`src/rtl/uart_pkg.sv`:
```
// Shared UART definitions: frame FSM states and frame geometry, common to the TX scheduler and the receiver.
// Latency: n/a (types and constants only).
// Backpressure: n/a.
// Contents: uart_state_t (IDLE/START/DATA/STOP), UART_DATA_BITS, UART_OVERSAMPLE.
package uart_pkg;

  localparam int UART_DATA_BITS  = 8;
  localparam int UART_OVERSAMPLE = 16;

  typedef enum logic [1:0] {
    IDLE  = 2'd0,
    START = 2'd1,
    DATA  = 2'd2,
    STOP  = 2'd3
  } uart_state_t;

endpackage

```
`src/rtl/uart_tx_scheduler_rr_arbiter.sv`:
```
// Round-robin arbiter: picks the first active requester at or after the pointer, wrapping modulo NUM_REQ.
// Latency: winner is combinational from req/pointer; pointer moves on the edge where advance is high.
// Backpressure: none; the caller only advances when it actually accepts the winner.
// Ports: BaudRate_clk, reset (async active-low), req[NUM_REQ], advance, winner[NUM_REQ] one-hot, any_req.
module uart_tx_scheduler_rr_arbiter
  import uart_pkg::*;
#(
  parameter int NUM_REQ = 4
) (
  input  logic               BaudRate_clk,
  input  logic               reset,
  input  logic [NUM_REQ-1:0] req,
  input  logic               advance,
  output logic [NUM_REQ-1:0] winner,
  output logic               any_req
);

  localparam int PTR_W = (NUM_REQ > 1) ? $clog2(NUM_REQ) : 1;

  logic [PTR_W-1:0] ptr_q;
  logic [PTR_W-1:0] win_idx;
  logic [PTR_W-1:0] idx;

  // Scan from the pointer; the first hit wins, later hits are masked by any_req.
  always_comb begin
    winner  = '0;
    win_idx = '0;
    any_req = 1'b0;
    idx     = '0;
    for (int off = 0; off < NUM_REQ; off++) begin
      idx = PTR_W'((int'(ptr_q) + off) % NUM_REQ);
      if (!any_req && req[idx]) begin
        any_req      = 1'b1;
        winner[idx]  = 1'b1;
        win_idx      = idx;
      end
    end
  end

  // The requester just served drops to lowest priority.
  always_ff @(posedge BaudRate_clk or negedge reset) begin
    if (!reset) begin
      ptr_q <= '0;
    end else if (advance && any_req) begin
      ptr_q <= (win_idx == PTR_W'(NUM_REQ - 1)) ? '0 : win_idx + 1'b1;
    end
  end

endmodule

```
`src/rtl/uart_tx_scheduler.sv`:
```
// Shares one 8N1 UART TX line between NUM_REQ byte producers using round-robin arbitration.
// Latency: req seen in IDLE -> ack/grant/busy and start bit on the next edge; frame is (9+STOP_BITS)*OVERSAMPLE cycles.
// Backpressure: req is a level held until ack; requests are only sampled in IDLE, so they wait out a frame in progress.
// Ports: BaudRate_clk (OVERSAMPLE x baud), reset (async active-low), req[NUM_REQ], tx_data[8*NUM_REQ],
//        ack[NUM_REQ] (1-cycle pulse), grant[NUM_REQ] (one-hot owner), busy, UART_TX (idle high, LSB first),
//        TX_STATUS (1-cycle pulse after the last stop tick).
module uart_tx_scheduler
  import uart_pkg::*;
#(
  parameter int NUM_REQ    = 4,
  parameter int OVERSAMPLE = UART_OVERSAMPLE,
  parameter int STOP_BITS  = 1
) (
  input  logic                 BaudRate_clk,
  input  logic                 reset,
  input  logic [NUM_REQ-1:0]   req,
  input  logic [8*NUM_REQ-1:0] tx_data,
  output logic [NUM_REQ-1:0]   ack,
  output logic [NUM_REQ-1:0]   grant,
  output logic                 busy,
  output logic                 UART_TX,
  output logic                 TX_STATUS
);

  localparam int STOP_TICKS = OVERSAMPLE * STOP_BITS;
  localparam int TICK_W     = (STOP_TICKS > 1) ? $clog2(STOP_TICKS) : 1;
  localparam logic [TICK_W-1:0] BIT_LAST  = TICK_W'(OVERSAMPLE - 1);
  localparam logic [TICK_W-1:0] STOP_LAST = TICK_W'(STOP_TICKS - 1);
  localparam logic [2:0]        LAST_BIT  = 3'(UART_DATA_BITS - 1);

  uart_state_t               state;
  logic [TICK_W-1:0]         tick;
  logic [2:0]                bit_cnt;
  logic [UART_DATA_BITS-1:0] shift_reg;
  logic [UART_DATA_BITS-1:0] win_byte;
  logic [NUM_REQ-1:0]        winner;
  logic                      any_req;
  logic                      advance;

  // The pointer only moves when a frame is actually started.
  assign advance = (state == IDLE);

  uart_tx_scheduler_rr_arbiter #(
    .NUM_REQ (NUM_REQ)
  ) u_arb (
    .BaudRate_clk (BaudRate_clk),
    .reset        (reset),
    .req          (req),
    .advance      (advance),
    .winner       (winner),
    .any_req      (any_req)
  );

  always_comb begin
    win_byte = '0;
    for (int i = 0; i < NUM_REQ; i++) begin
      if (winner[i]) win_byte = tx_data[8*i +: 8];
    end
  end

  always_ff @(posedge BaudRate_clk or negedge reset) begin
    if (!reset) begin
      state     <= IDLE;
      tick      <= '0;
      bit_cnt   <= '0;
      shift_reg <= '0;
      ack       <= '0;
      grant     <= '0;
      busy      <= 1'b0;
      UART_TX   <= 1'b1;
      TX_STATUS <= 1'b0;
    end else begin
      ack       <= '0;
      TX_STATUS <= 1'b0;
      case (state)
        IDLE: begin
          UART_TX <= 1'b1;
          if (any_req) begin
            grant     <= winner;
            ack       <= winner;
            busy      <= 1'b1;
            shift_reg <= win_byte;
            UART_TX   <= 1'b0;
            tick      <= '0;
            bit_cnt   <= '0;
            state     <= START;
          end
        end
        START: begin
          if (tick == BIT_LAST) begin
            tick    <= '0;
            bit_cnt <= '0;
            UART_TX <= shift_reg[0];
            state   <= DATA;
          end else begin
            tick <= tick + 1'b1;
          end
        end
        DATA: begin
          if (tick == BIT_LAST) begin
            tick <= '0;
            if (bit_cnt == LAST_BIT) begin
              UART_TX <= 1'b1;
              state   <= STOP;
            end else begin
              bit_cnt   <= bit_cnt + 1'b1;
              // Drive the next bit directly from the pre-shift value so the line stays registered.
              UART_TX   <= shift_reg[1];
              shift_reg <= {1'b0, shift_reg[UART_DATA_BITS-1:1]};
            end
          end else begin
            tick <= tick + 1'b1;
          end
        end
        STOP: begin
          if (tick == STOP_LAST) begin
            tick      <= '0;
            TX_STATUS <= 1'b1;
            grant     <= '0;
            busy      <= 1'b0;
            state     <= IDLE;
          end else begin
            tick <= tick + 1'b1;
          end
        end
        default: state <= IDLE;
      endcase
    end
  end

endmodule
```
`config.mk`:
```
export PLATFORM = sky130hd
export DESIGN_NAME = uart_tx_scheduler
export DESIGN_NICKNAME = d
export VERILOG_FILES = /design/src/rtl/uart_pkg.sv /design/src/rtl/uart_tx_scheduler_rr_arbiter.sv /design/src/rtl/uart_tx_scheduler.sv
export SDC_FILE = /design/constraint.sdc
export NUM_CORES = 1
export LEC_CHECK = 0
export BUFFER_PORTS_ARGS = -buffer_cell sky130_fd_sc_hd__buf_2
export CORE_AREA = 2 2 70 72
export DETAILED_ROUTE_END_ITERATION = 7
export DIE_AREA = 0 0 72 74
export PLACE_DENSITY = 0.74
export SYNTH_ARGS = -nofsm -noshare
export SYNTH_HDL_FRONTEND = slang
export SYNTH_SLANG_ARGS = --single-unit
```
`constraint.sdc`:
```
create_clock -name BaudRate_clk -period 6.5 [get_ports BaudRate_clk]
set_input_delay 0.325 -clock BaudRate_clk [delete_from_list [all_inputs] [get_ports BaudRate_clk]]
set_output_delay 0.325 -clock BaudRate_clk [all_outputs]
set_load 0.01 [all_outputs]
```
=== After elaboration in Yosys (flattened, before gate mapping) ===
Cells that the tools add are included.

* $add $sub $neg: 6
* Multiply operators: 0
* Div/mod/pow operators: 0
* $lt $le $gt $ge: 8
* Eq/ne operators: 12
* Shift-type cells: 0
* Multiplexer cells: 66
* Bitwise gates (word level): 3
* Reductions and logical operators: 21

{| class="wikitable"
|+ Operators with widths
! operator !! count
|-
| $mux 8 || 7
|-
| $mux 4 || 10
|-
| $mux 1 || 20
|-
| $mux 2 || 10
|-
| $pmux 4 s2 || 2
|-
| $pmux 8 s2 || 1
|-
| $lt 2x3->1 const B || 4
|-
| $mux 3 || 4
|-
| $ne 2x2->1 const B || 6
|-
| $or 4x4->4 || 3
|-
| $reduce_and 5->1 || 2
|-
| $pmux 3 s3 || 1
|-
| $bmux 1 s2 || 4
|-
| $demux 1 s2 || 4
|-
| $ge 2x1->1 const B || 4
|-
| $logic_and 1x1->1 || 8
|-
| $pmux 2 s4 || 1
|-
| $eq 2x2->1 const B || 3
|-
| $reduce_and 3->1 || 2
|-
| $add 2x1->2 const B || 2
|-
| $add 2x2->2 const B || 2
|-
| $add 4x1->4 const B || 1
|-
| $eq 4x4->1 const B || 1
|-
| $reduce_and 4->1 || 1
|-
| 10 further kinds || 13
|}

* Bits in registers: 30
* Latch bits: 0
* RAM bits: 0
* ROM bits: 0
* Bits of input ports: 38
* Output and inout port bits: 11
* Word-level logic and storage cells: 126
* Memories kept: 0

=== Logic depth before layout (Yosys ltp) ===
Gate-level depths: netlist of the first run.

* Depth after elaboration: 18
* Depth in mapped cells: 11
* Depth with buffers taken out: 8

=== Hierarchy ===
From an unflattened synthesis of the first run, not the netlist that was laid out.

* Cells, all modules: 250
* Area, all modules: 2,200.9 sq um

{| class="wikitable"
|+ By module, submodules not included
! module !! instances !! cells an instance !! area an instance (sq um)
|-
| uart_tx_scheduler || 1 || 198 || 1,709.1
|-
| uart_tx_scheduler_rr_arbiter || 1 || 52 || 491.7
|}

=== Worst setup path after synthesis of the first run ===
Ideal clock, no wire load.

* Path kind: flip-flop to flip-flop
* Start: register with a tool-made name
* End: register shift_reg[1]
* Library setup time: 125 ps
* Data arrival time: 2,798 ps
* Data required time: 6,375 ps
* Slack: 3,577 ps
* Stages on the path, launching flop included: 12
* Clock period less this slack: 2,923 ps
* Path through: dfrtp_1 -> buf_2 -> inv_1 -> ha_1 -> clkbuf_1 -> mux4_2 -> a21o_1 -> o22ai_2 -> or3b_1 -> buf_2 -> a311oi_1 -> o21ai_1

{| class="wikitable"
|+ RTL lines
! what !! line !! source
|-
| end signal, assigned || uart_tx_scheduler.sv:82 || <nowiki>shift_reg <= win_byte;</nowiki>
|-
| end signal, assigned || uart_tx_scheduler.sv:109 || <nowiki>shift_reg <= {1'b0, shift_reg[UART_DATA_BITS-1:1]};</nowiki>
|-
| end, declared || uart_tx_scheduler.sv:34 || <nowiki>logic [UART_DATA_BITS-1:0] shift_reg;</nowiki>
|}

==> run_results.csv, run 1 <==
group,metric,value,unit
run_status,status,"finished, final reports clean",
yosys,ys_top_cells_by_area,"dfrtp_1 (33%), ha_1 (7.9%), a21oi_1 (4.1%)",
route,ant_nets,0,
cts,cts_tree,"built",
yosys,syn_inst,255,
sta,max_freq,303,MHz
floorplanning,dieArea,5330,sq um
yosys,seq_area_frac_synth,33.8,%
cts,numClockSinks,30,
cts,clk_latency,0.29,ns
critical_path,crit_fanout,17,
global_routing,grt_overflow,0,
floorplanning,core-area,4600,sq um
critical_path,reg2reg_to,"shift_reg[1]",
power_and_ir_drop,power_density,509,nW/um^2
floorplanning,pin_count,49,
yosys,ys.warnings.count,0,
sta,hold_viol,0,
place,hpwlAfterDp,4010,microns
cts,cts_max_path_buffers,2,
place,gp_congestion,0.872,
layout,layout.nets,348,
layout,largest_reg_flops,8,
route,num_vias,2038,
yosys,synth_edf_count,0,
global_routing,grt_pass1_vias,1912,
critical_path,arrival,3.46,ns
yosys,yosysTopAreaCell,"dfrtp_1",
floorplanning,initial_core_util,48.4,%
yosys,synth_fp_nets,307,
yosys,synth.avg_cell_area,8.72,sq um
sta,setup_viol,0,
layout,drive_gt1_share,22.6,%
cts,cts-root-buf,"clkbuf_8",
route,firstDrtPassIters,4,
place,port_buffers,48,
route,vias_per_cell,5.81,
cts,postCtsSetupBuffers,0,
critical_path,endpoint_kind,"register",
yosys,ys_dominant_reg_cell,"dfrtp_1",
global_routing,track_usage,21.4,%
cts,cts_buffers,5,
floorplanning,die_y,74,microns
route,wl_per_cell,15.1,microns
critical_path,ff2ff_setup_slack,3.19,ns
sta,period_needed,3.31,ns
critical_path,criticalPathCategory,"register to register",
route,drt_iter0_markers,114,
hold_path,min_path_type,"primary input to async pin",
critical_path,required,6.66,ns
yosys,yosysTopAreaCellShare,32.6,%
sta,finalSetupTns,0,ns
cts,htreeDepth,2,
route,drc,0,
floorplanning,rows,25,
global_routing,grt_max_degree,31,
layout,diodes,0,
power_and_ir_drop,vdd_drop_max,0.000270,V
sta,fin_crit_sh,50.9,%
yosys,synth.cell_area,2220,sq um
cts,clkSlewWorstSetupHoldPaths,0.06,ns
floorplanning,die_w,72,microns
sta,fin_skew,0.00484,ns
yosys,ys_ff_latch,30,
sta,tightest_slew,1.02,ns
layout,design_area,2560,sq um
sta,relSlewSlack,31.8,%
yosys,async_flop_share,100,%
critical_path,startpoint_type,"register",
route,drt-total-wl,5310,microns
layout,n_fill_cell,417,
place,place_area,2460,sq um
yosys,synthDistinctLibCells,50,
global_routing,antenna_found_initial,0,
layout,areaGrowthSynthToFinish,15.0,%
cts,cts_resized,0,
global_routing,grt_pass1_wl,8980,microns
power_and_ir_drop,leakage,1.17,nW
sta,slew_violations,0,
critical_path,critPathCapture,"shift_reg[1]",
cts,cts_hold_buf,0,
critical_path,reg2reg_depth,8,
sta,rsz0062_at_grt,"no",
run,cap_violations,0,
-- synthesized netlist by cell type, drive strengths merged, types with 2 or more instances --
cell type	instances
dfrtp	29
o21ai	25
nand2	24
a21oi	18
nor2	18
ha	14
inv	14
clkbuf	8
a21boi	7
buf	7
o22ai	7
a311oi	6
nor3b	6
o211ai	6
o221ai	6
a21o	4
a22o	4
and2	4
nand3	4
nor3	4
and3	3
mux2i	3
mux4	3
nand2b	3
a211oi	2
a221oi	2
a22oi	2
and3b	2
or2	2
or3b	2
xnor2	2
-- power by group --
| part | internal [mW] | leakage, nW | total, mW | switching, mW |
|---|---|---|---|---|
| Combinational | 0.328 | 0.748 | 0.800 | 0.471 |
| Sequential | 0.271 | 0.377 | 0.347 | 0.0761 |
| Clock | 0.0852 | 0.0482 | 0.155 | 0.0696 |
-- worst max-delay path, stage by stage (launching register included) --
cell and delay (ns):
dfrtp_1 0.72, inv_1 0.19, ha_1 0.48, mux4_2 0.43, nor3b_1 0.30, o22ai_2 0.21, and2_1 0.28, a311oi_1 0.43
o21ai_1 0.12
-- layout by cell type, fill, tap and decap left out, types with 5 or more instances in the layout --
| master | count |
|---|---|
| buf_2 | 48 |
| dfrtp_1 | 29 |
| nand2_1 | 24 |
| a21oi_1 | 18 |
| nor2_1 | 18 |
| o21ai_0 | 18 |
| inv_1 | 14 |
| ha_1 | 14 |
| a21boi_0 | 7 |
| o21ai_1 | 7 |
| nor3b_1 | 6 |
| o211ai_1 | 6 |
| o221ai_1 | 6 |
| a311oi_1 | 6 |
| clkbuf_8 | 6 |
| o22ai_1 | 5 |
-- logic make-up (layout without fill, tap and decap cells) --
kind of cell / Yosys count / after routing / synth area share [%]
xor+xnor: 3 / 3 / 1.18
mux: 7 / 7 / 4.90
simple gates: 75 / 75 / 16.8
buf+inv: 30 / 72 / 5.85
flops: 30 / 30 / 33.8
compound gates: 96 / 96 / 29.5
fa+ha+maj: 14 / 14 / 7.88
-- how the worst min path moves through the flow --
stage,start,end,cells after the start
after global placement,reset,tick[0],1
final,reset,tick[0],1
after global routing,reset,TX_STATUS,1
after CTS,reset,bit_cnt[2],1
after floorplan,reset,TX_STATUS,0
after detailed placement,reset,tick[2],1
-- metal layers --
metal / global-route usage [%] / vias up / wire length (microns)
met5: 0 / - / 0
met4: 8.18 / 0 / 104
met3: 4.88 / 10 / 179
met2: 32.3 / 40 / 2430
met1: 30.2 / 960 / 2590
li1: - / 1028 / -
-- layout make-up --
| cell class | count | area, sq um | share of cell area [%] |
|---|---|---|---|
| Clock buffer | 7 | 86.3 | 3.38 |
| Clock inverter | 1 | 5.00 | 0.196 |
| Inverter | 15 | 56.3 | 2.20 |
| Multi-Input combinational cell | 195 | 1340 | 52.5 |
| Sequential cell | 30 | 752 | 29.4 |
| Tap cell | 54 | 67.6 | 2.64 |
| Timing Repair Buffer | 49 | 248 | 9.69 |
-- stage by stage --
| step | util, % | cells | hold slack (ns) | setup WS, ns | power (mW) |
|---|---|---|---|---|---|
| finish | 55.6 | 351 | 0.0733 | 3.19 | 1.30 |
| detailed placement | 53.6 | 343 | 0.405 | 3.22 | 1.15 |
| global route | 55.6 | 351 | 0.131 | 2.96 | 1.42 |
| CTS | 55.6 | 351 | 0.0951 | 3.23 | 1.31 |
| global placement | 53.6 | 343 | 0.398 | 3.29 | 1.12 |
| floorplan | - | 255 | 0.0294 | 3.58 | 0.964 |
Power figures use the tool's default switching activity.
==> run 2, diff against run 1 <==
Clock period 6.5 ns to 3.33 ns, I/O delays scaled along.
==> run 2 against run 1 <==
Compared with the run above:
- sequential power grew 85%
- via count rose by 0.88%
- sequential share of layout area barely moved
- worst setup slack got worse by 2.9 ns
- die area unchanged
- maximum frequency up 8.9%
==> run_results.csv, run 2 (synthesized netlist as in run 1, its figures left out) <==
group,metric,value,unit
hold_path,hold_path_depth,3,
global_routing,track_usage,21.6,%
layout,mostFrequentLayoutCells,"buf_2 (48), dfrtp_1 (29), nand2_1 (24)",
route,drc,0,
cts,clkSlewWorstSetupHoldPaths,0.06,ns
sta,period_needed,3.04,ns
critical_path,ff2ff_setup_slack,0.29,ns
cts,htreeDepth,2,
layout,mostFrequentLayoutCell,"buf_2",
power_and_ir_drop,vdd_drop_max,0.000466,V
global_routing,grt_max_degree,31,
critical_path,r2r_start,"u_arb.ptr_q[1]",
place,dp_cells,344,
sta,max_freq,329,MHz
layout,n_fill_cell,435,
layout,drive_gt1_share,22.1,%
place,gp_congestion,0.823,
critical_path,criticalPathCategory,"register to register",
cts,cts_buffers,5,
sta,hold_viol,0,
floorplanning,rows,25,
sta,rsz0062_at_grt,"no",
power_and_ir_drop,leakage,1.17,nW
hold_path,min-delay-start,"tx_data[6]",
cts,numClockSinks,30,
cts,cts_max_path_buffers,2,
global_routing,grt_pass1_vias,1920,
route,drt-total-wl,5440,microns
route,firstDrtPassIters,4,
run,cap_violations,0,
layout,layout.nets,350,
sta,tightest_slew,1.04,ns
global_routing,grt_pass1_wl,8950,microns
place,hpwlAfterDp,4160,microns
global_routing,grt_overflow,0,
power_and_ir_drop,power_density,991,nW/um^2
sta,fin_skew,0.00211,ns
place,dp_slack,0.325,ns
place,port_buffers,48,
floorplanning,initial_core_util,48.4,%
sta,finalSetupTns,0,ns
sta,fin_crit_sh,91.2,%
cts,cts_tree,"built",
cts,cts-root-buf,"clkbuf_8",
critical_path,reg2reg_depth,8,
sta,slew_violations,0,
layout,largest_reg_flops,8,
sta,setup_viol,0,
global_routing,antenna_found_initial,0,
critical_path,endpoint_kind,"register",
critical_path,crit_fanout,9,
cts,cts_resized,0,
floorplanning,pin_count,49,
place,place_area,2470,sq um
layout,design_area,2560,sq um
hold_path,min_path_type,"primary input to register",
critical_path,crit_start,"u_arb.ptr_q[1]",
route,num_vias,2056,
floorplanning,core-area,4600,sq um
route,drt_iter0_markers,165,
run_status,status,"finished, final reports clean",
sta,setup_ws,0.294,ns
layout,seqCellArea,752,sq um
route,vias_per_cell,5.84,
critical_path,startpoint_type,"register",
power_and_ir_drop,p_total,2.54,mW
route,ant_nets,0,
route,wl_per_cell,15.5,microns
floorplanning,dieArea,5330,sq um
floorplanning,die_w,72,microns
floorplanning,die_y,74,microns
layout,multiInputGateArea,1340,sq um
layout,fin_cells,352,
critical_path,required,3.48,ns
cts,clk_latency,0.28,ns
layout,diodes,0,
sta,relSlewSlack,30.5,%
critical_path,arrival,3.19,ns
layout,areaGrowthSynthToFinish,15.1,%
## run 2: cell types whose count changed in the layout (fill, tap and decap cells not counted), sizes merged
cell,change
dlygate4sd3,+1
clkinv,-1
buf,+1
## run 2: worst paths after layout
kind                           endpoint
setup reg to reg           shift_reg[3]
max in group asynchronous    bit_cnt[2]
hold reg to reg            shift_reg[7]
min in group asynchronous       tick[1]
hold / removal             shift_reg[6]
setup / recovery           shift_reg[3]
## run 2: power breakdown
| part | internal [mW] | total, mW | leakage [nW] | switching (mW) |
|---|---|---|---|---|
| combinational | 0.652 | 1.63 | 0.757 | 0.974 |
| sequential | 0.530 | 0.641 | 0.377 | 0.111 |
| clock | 0.143 | 0.268 | 0.0383 | 0.125 |
| total | 1.33 | 2.54 | 1.17 | 1.21 |
## run 2: worst max-delay path: stages, from the launching register on
cell      delay (ns)
dfrtp_1         0.51
inv_1           0.13
ha_1            0.44
mux4_2          0.44
a21o_1          0.22
o22ai_2         0.12
or3b_1          0.46
a311oi_1        0.46
o21ai_1         0.11
## run 2: through the flow
step                      hold slack [ns]  utilization, %
after floorplan                    -0.129               -
after global placement              0.241            53.8
after detailed placement            0.241            53.8
after CTS                           0.175            55.6
after global routing                0.207            55.6
final                               0.178            55.6
## run 2: per-layer routing
layer | vias to the layer above | wire, microns | GRT usage, %
met5 | - | 0 | 0
met4 | 0 | 87 | 10.1
met3 | 9 | 230 | 4.07
met2 | 46 | 2610 | 34.8
met1 | 977 | 2510 | 28.3
li1 | 1024 | - | -
## run 2: area by class of cell
class                   instances  area share (%)
well taps                      54            2.64
flip-flops and latches         30            29.4
multi-input cells             195            52.4
clock buffers                   7            2.98
inverters                      15            2.20
repair buffers                 51            10.4
## run 2: what timing repair did
action	CTS	global route
hold endpoints to repair	29	0
hold buffers	1	0
buffers inserted	0	0
==> run 3, diff against run 2 <==
Settings changed: ABC_CLOCK_PERIOD_IN_PS from default to 3330, PLACE_DENSITY 0.74 to 0.73, SLEW_MARGIN from default to 5, SYNTH_HIERARCHICAL from default to 1.
==> run 3 against run 2 <==
Compared with the run above:
- largest power group is now sequential cells
- hold slack better by 0.068 ns
- flip-flop and latch count stayed put
- via count is 2.5% lower
- critical path type unchanged
==> run_results.csv, run 3 <==
group,metric,value,unit
run_status,status,"finished, final reports clean",
sta,period_needed,3.00,ns
layout,areaGrowthSynthToFinish,17.5,%
hold_path,min_path_type,"primary input to register",
critical_path,critPathCapture,"shift_reg[1]",
layout,design_area,2590,sq um
sta,setup_viol,0,
sta,fin_hold_ws,0.246,ns
global_routing,grt_pass1_wl,8300,microns
cts,clk_latency,0.28,ns
yosys,ys_ff_latch,30,
yosys,synth_fp_nets,302,
critical_path,slowest_stage,"mux4_2",
place,port_buffers,48,
floorplanning,pin_count,49,
global_routing,antenna_found_initial,0,
critical_path,worst-path-stages,11,
yosys,ys.warnings.count,6,
critical_path,crit_top_cell,"o21ai_0",
power_and_ir_drop,power_density,292,nW/um^2
sta,finalSetupTns,0,ns
critical_path,crit_family,"compound AO/OA/AOI/OAI gates",
layout,mostFrequentLayoutCells,"buf_2 (48), nand2_1 (30), dfrtp_1 (29)",
yosys,yosysTopAreaCell,"dfrtp_1",
global_routing,grt_max_degree,31,
yosys,synth.cell_area,2200,sq um
global_routing,grt_overflow,0,
place,place_area,2480,sq um
power_and_ir_drop,p_total,0.754,mW
layout,diodes,0,
route,drc,0,
place,gp_congestion,0.851,
layout,post-route-util,56.2,%
critical_path,criticalPathCategory,"register to register",
layout,largest_reg_flops,8,
yosys,synth_edf_count,0,
yosys,yosysTopAreaCellShare,33.0,%
route,drt-total-wl,5060,microns
critical_path,startpoint_type,"register",
critical_path,critPathMaxStageDelay,0.45,ns
floorplanning,rows,25,
sta,fin_crit_sh,90.1,%
cts,postCtsSetupBuffers,0,
sta,relSlewSlack,54.7,%
yosys,ys_top_cells_by_area,"dfrtp_1 (33%), ha_1 (8.0%), o21ai_0 (6.6%)",
power_and_ir_drop,clock_power_share,40.6,%
power_and_ir_drop,combPwrFrac,11.1,%
cts,htreeDepth,2,
power_and_ir_drop,leakage,1.25,nW
sta,max_freq,333,MHz
cts,cts_buffers,5,
power_and_ir_drop,sw_frac_of_total,24.6,%
cts,clkSlewWorstSetupHoldPaths,0.07,ns
power_and_ir_drop,seqPwrFrac,48.3,%
floorplanning,dieArea,5330,sq um
sta,fin_skew,0.00490,ns
critical_path,reg2reg_to,"shift_reg[1]",
global_routing,track_usage,19.7,%
critical_path,crit_fanout,9,
yosys,syn_inst,250,
layout,mostFrequentLayoutCell,"buf_2",
power_and_ir_drop,p_switching,0.186,mW
sta,slew_violations,0,
critical_path,crit_start,"u_arb/ptr_q[0]",
yosys,synthDistinctLibCells,43,
place,hpwlAfterDp,3690,microns
sta,hold_viol,0,
cts,cts_max_path_buffers,2,
critical_path,worstPathCellList,"inv_1 > ha_1 > mux4_2 > nor2b_1 > a22oi_1 > o21ai_0 > buf_4 > nand2_1 > o21ai_0 > a221oi_1 > o31ai_1",
route,ant_nets,0,
route,firstDrtPassIters,4,
yosys,ys_dominant_reg_cell,"dfrtp_1",
route,wl_per_cell,14.3,microns
yosys,async_flop_share,100,%
route,vias_per_cell,5.65,
critical_path,endpoint_kind,"register",
power_and_ir_drop,p_int,0.569,mW
critical_path,path_buf_inv,2,
power_and_ir_drop,vdd_drop_max,0.000257,V
route,drt_iter0_markers,120,
critical_path,ff2ff_setup_slack,0.33,ns
layout,drive_gt1_share,25.6,%
critical_path,required,3.53,ns
yosys,synth.most_common_cell,"nand2_1",
yosys,synth.avg_cell_area,8.80,sq um
floorplanning,initial_core_util,47.9,%
yosys,synth_commonest_cells,"nand2_1 (30), dfrtp_1 (29), o21ai_0 (29)",
critical_path,r2r_start,"u_arb/ptr_q[0]",
route,num_vias,2004,
floorplanning,die_w,72,microns
global_routing,grt_pass1_vias,1739,
floorplanning,die_y,74,microns
run,cap_violations,0,
critical_path,reg2reg_depth,11,
floorplanning,core-area,4600,sq um
yosys,seq_area_frac_synth,34.2,%
layout,layout.nets,352,
cts,cts_tree,"built",
sta,tightest_slew,0.679,ns
critical_path,arrival,3.19,ns
cts,cts-root-buf,"clkbuf_8",
cts,numClockSinks,30,
sta,rsz0062_at_grt,"no",
-- run 3: cell types whose count changed in the layout (fill, tap and decap cells not counted), moves of 6 or more --
cell      before  now
a21boi_0       7    1
nor2_1        18   11
a22oi_1        1    9
a311oi_1       6    0
o31ai_1        1    8
nor3b_1        6    0
nand2_1       24   30
o21ai_0       18   27
nor2b_1        0   10
buf_4          2    9
inv_1         14   20
-- run 3: stage by stage --
stage / std cells / setup slack, ns
CTS: 355 / 0.328
global route: 355 / 0.0541
floorplan: 250 / 0.287
global placement: 346 / 0.458
finish: 355 / 0.330
detailed placement: 346 / 0.339
-- run 3: how the worst min path moves through the flow --
stage	cells after the start	end	start	slack (ns)
final	3	shift_reg[7]	tx_data[31]	0.25
after global routing	3	shift_reg[7]	tx_data[31]	0.28
after CTS	3	shift_reg[7]	tx_data[31]	0.24
after detailed placement	1	tick[3]	reset	0.25
after global placement	1	tick[3]	reset	0.24
after floorplan	0	TX_STATUS	reset	-0.13
-- run 3: cells by family after synthesis --
group	after synthesis	synth area share (%)
flip-flops	30	34.2
buffers and inverters	35	7.56
AND/OR/NAND/NOR	70	16.4
AO/OA/AOI/OAI	91	26.8
multiplexers	10	7.16
adder cells (fa/ha/maj)	14	7.96
-- run 3: layout make-up --
type,count,area (sq um)
clock inverters,1,5.00
flip-flops and latches,30,752
inverters,20,75.1
repair buffers,58,318
fillers,427,2010
well taps,54,67.6
multi-input cells,185,1280
clock buffers,7,86.3
-- run 3: power by group through the flow --
stage	Clock, mW	Sequential (mW)	Combinational (mW)
after CTS	0.314	0.364	0.0841
final	0.306	0.364	0.0834
after global placement	0	0.371	0.0821
after floorplan	0	0.371	0.0416
after detailed placement	0	0.371	0.0830
after global routing	0.328	0.364	0.0938
-- run 3: per-layer routing --
metal  share of wire (%)  track usage (%)  vias to the layer above
li1                    -                -                     1005
met3                 3.1             3.66                        4
met5                   0                0                        -
met1                  49             28.8                      966
met4                0.91             5.66                        0
met2                  47             29.8                       29
-- run 3: timing repair --
action | CTS | global route
hold buffers | 1 | 0
gates resized for setup | 0 | 0
endpoints found under the hold margin | 29 | 0
setup endpoints to repair | 0 | 0
-- run 3: worst reg2reg max path: stages, from the launching register on --
cell and delay, ns:
dfrtp_1 0.36, inv_1 0.09, ha_1 0.40, mux4_2 0.45
nor2b_1 0.32, a22oi_1 0.12, o21ai_0 0.35, buf_4 0.24
nand2_1 0.05, o21ai_0 0.19, a221oi_1 0.11, o31ai_1 0.25
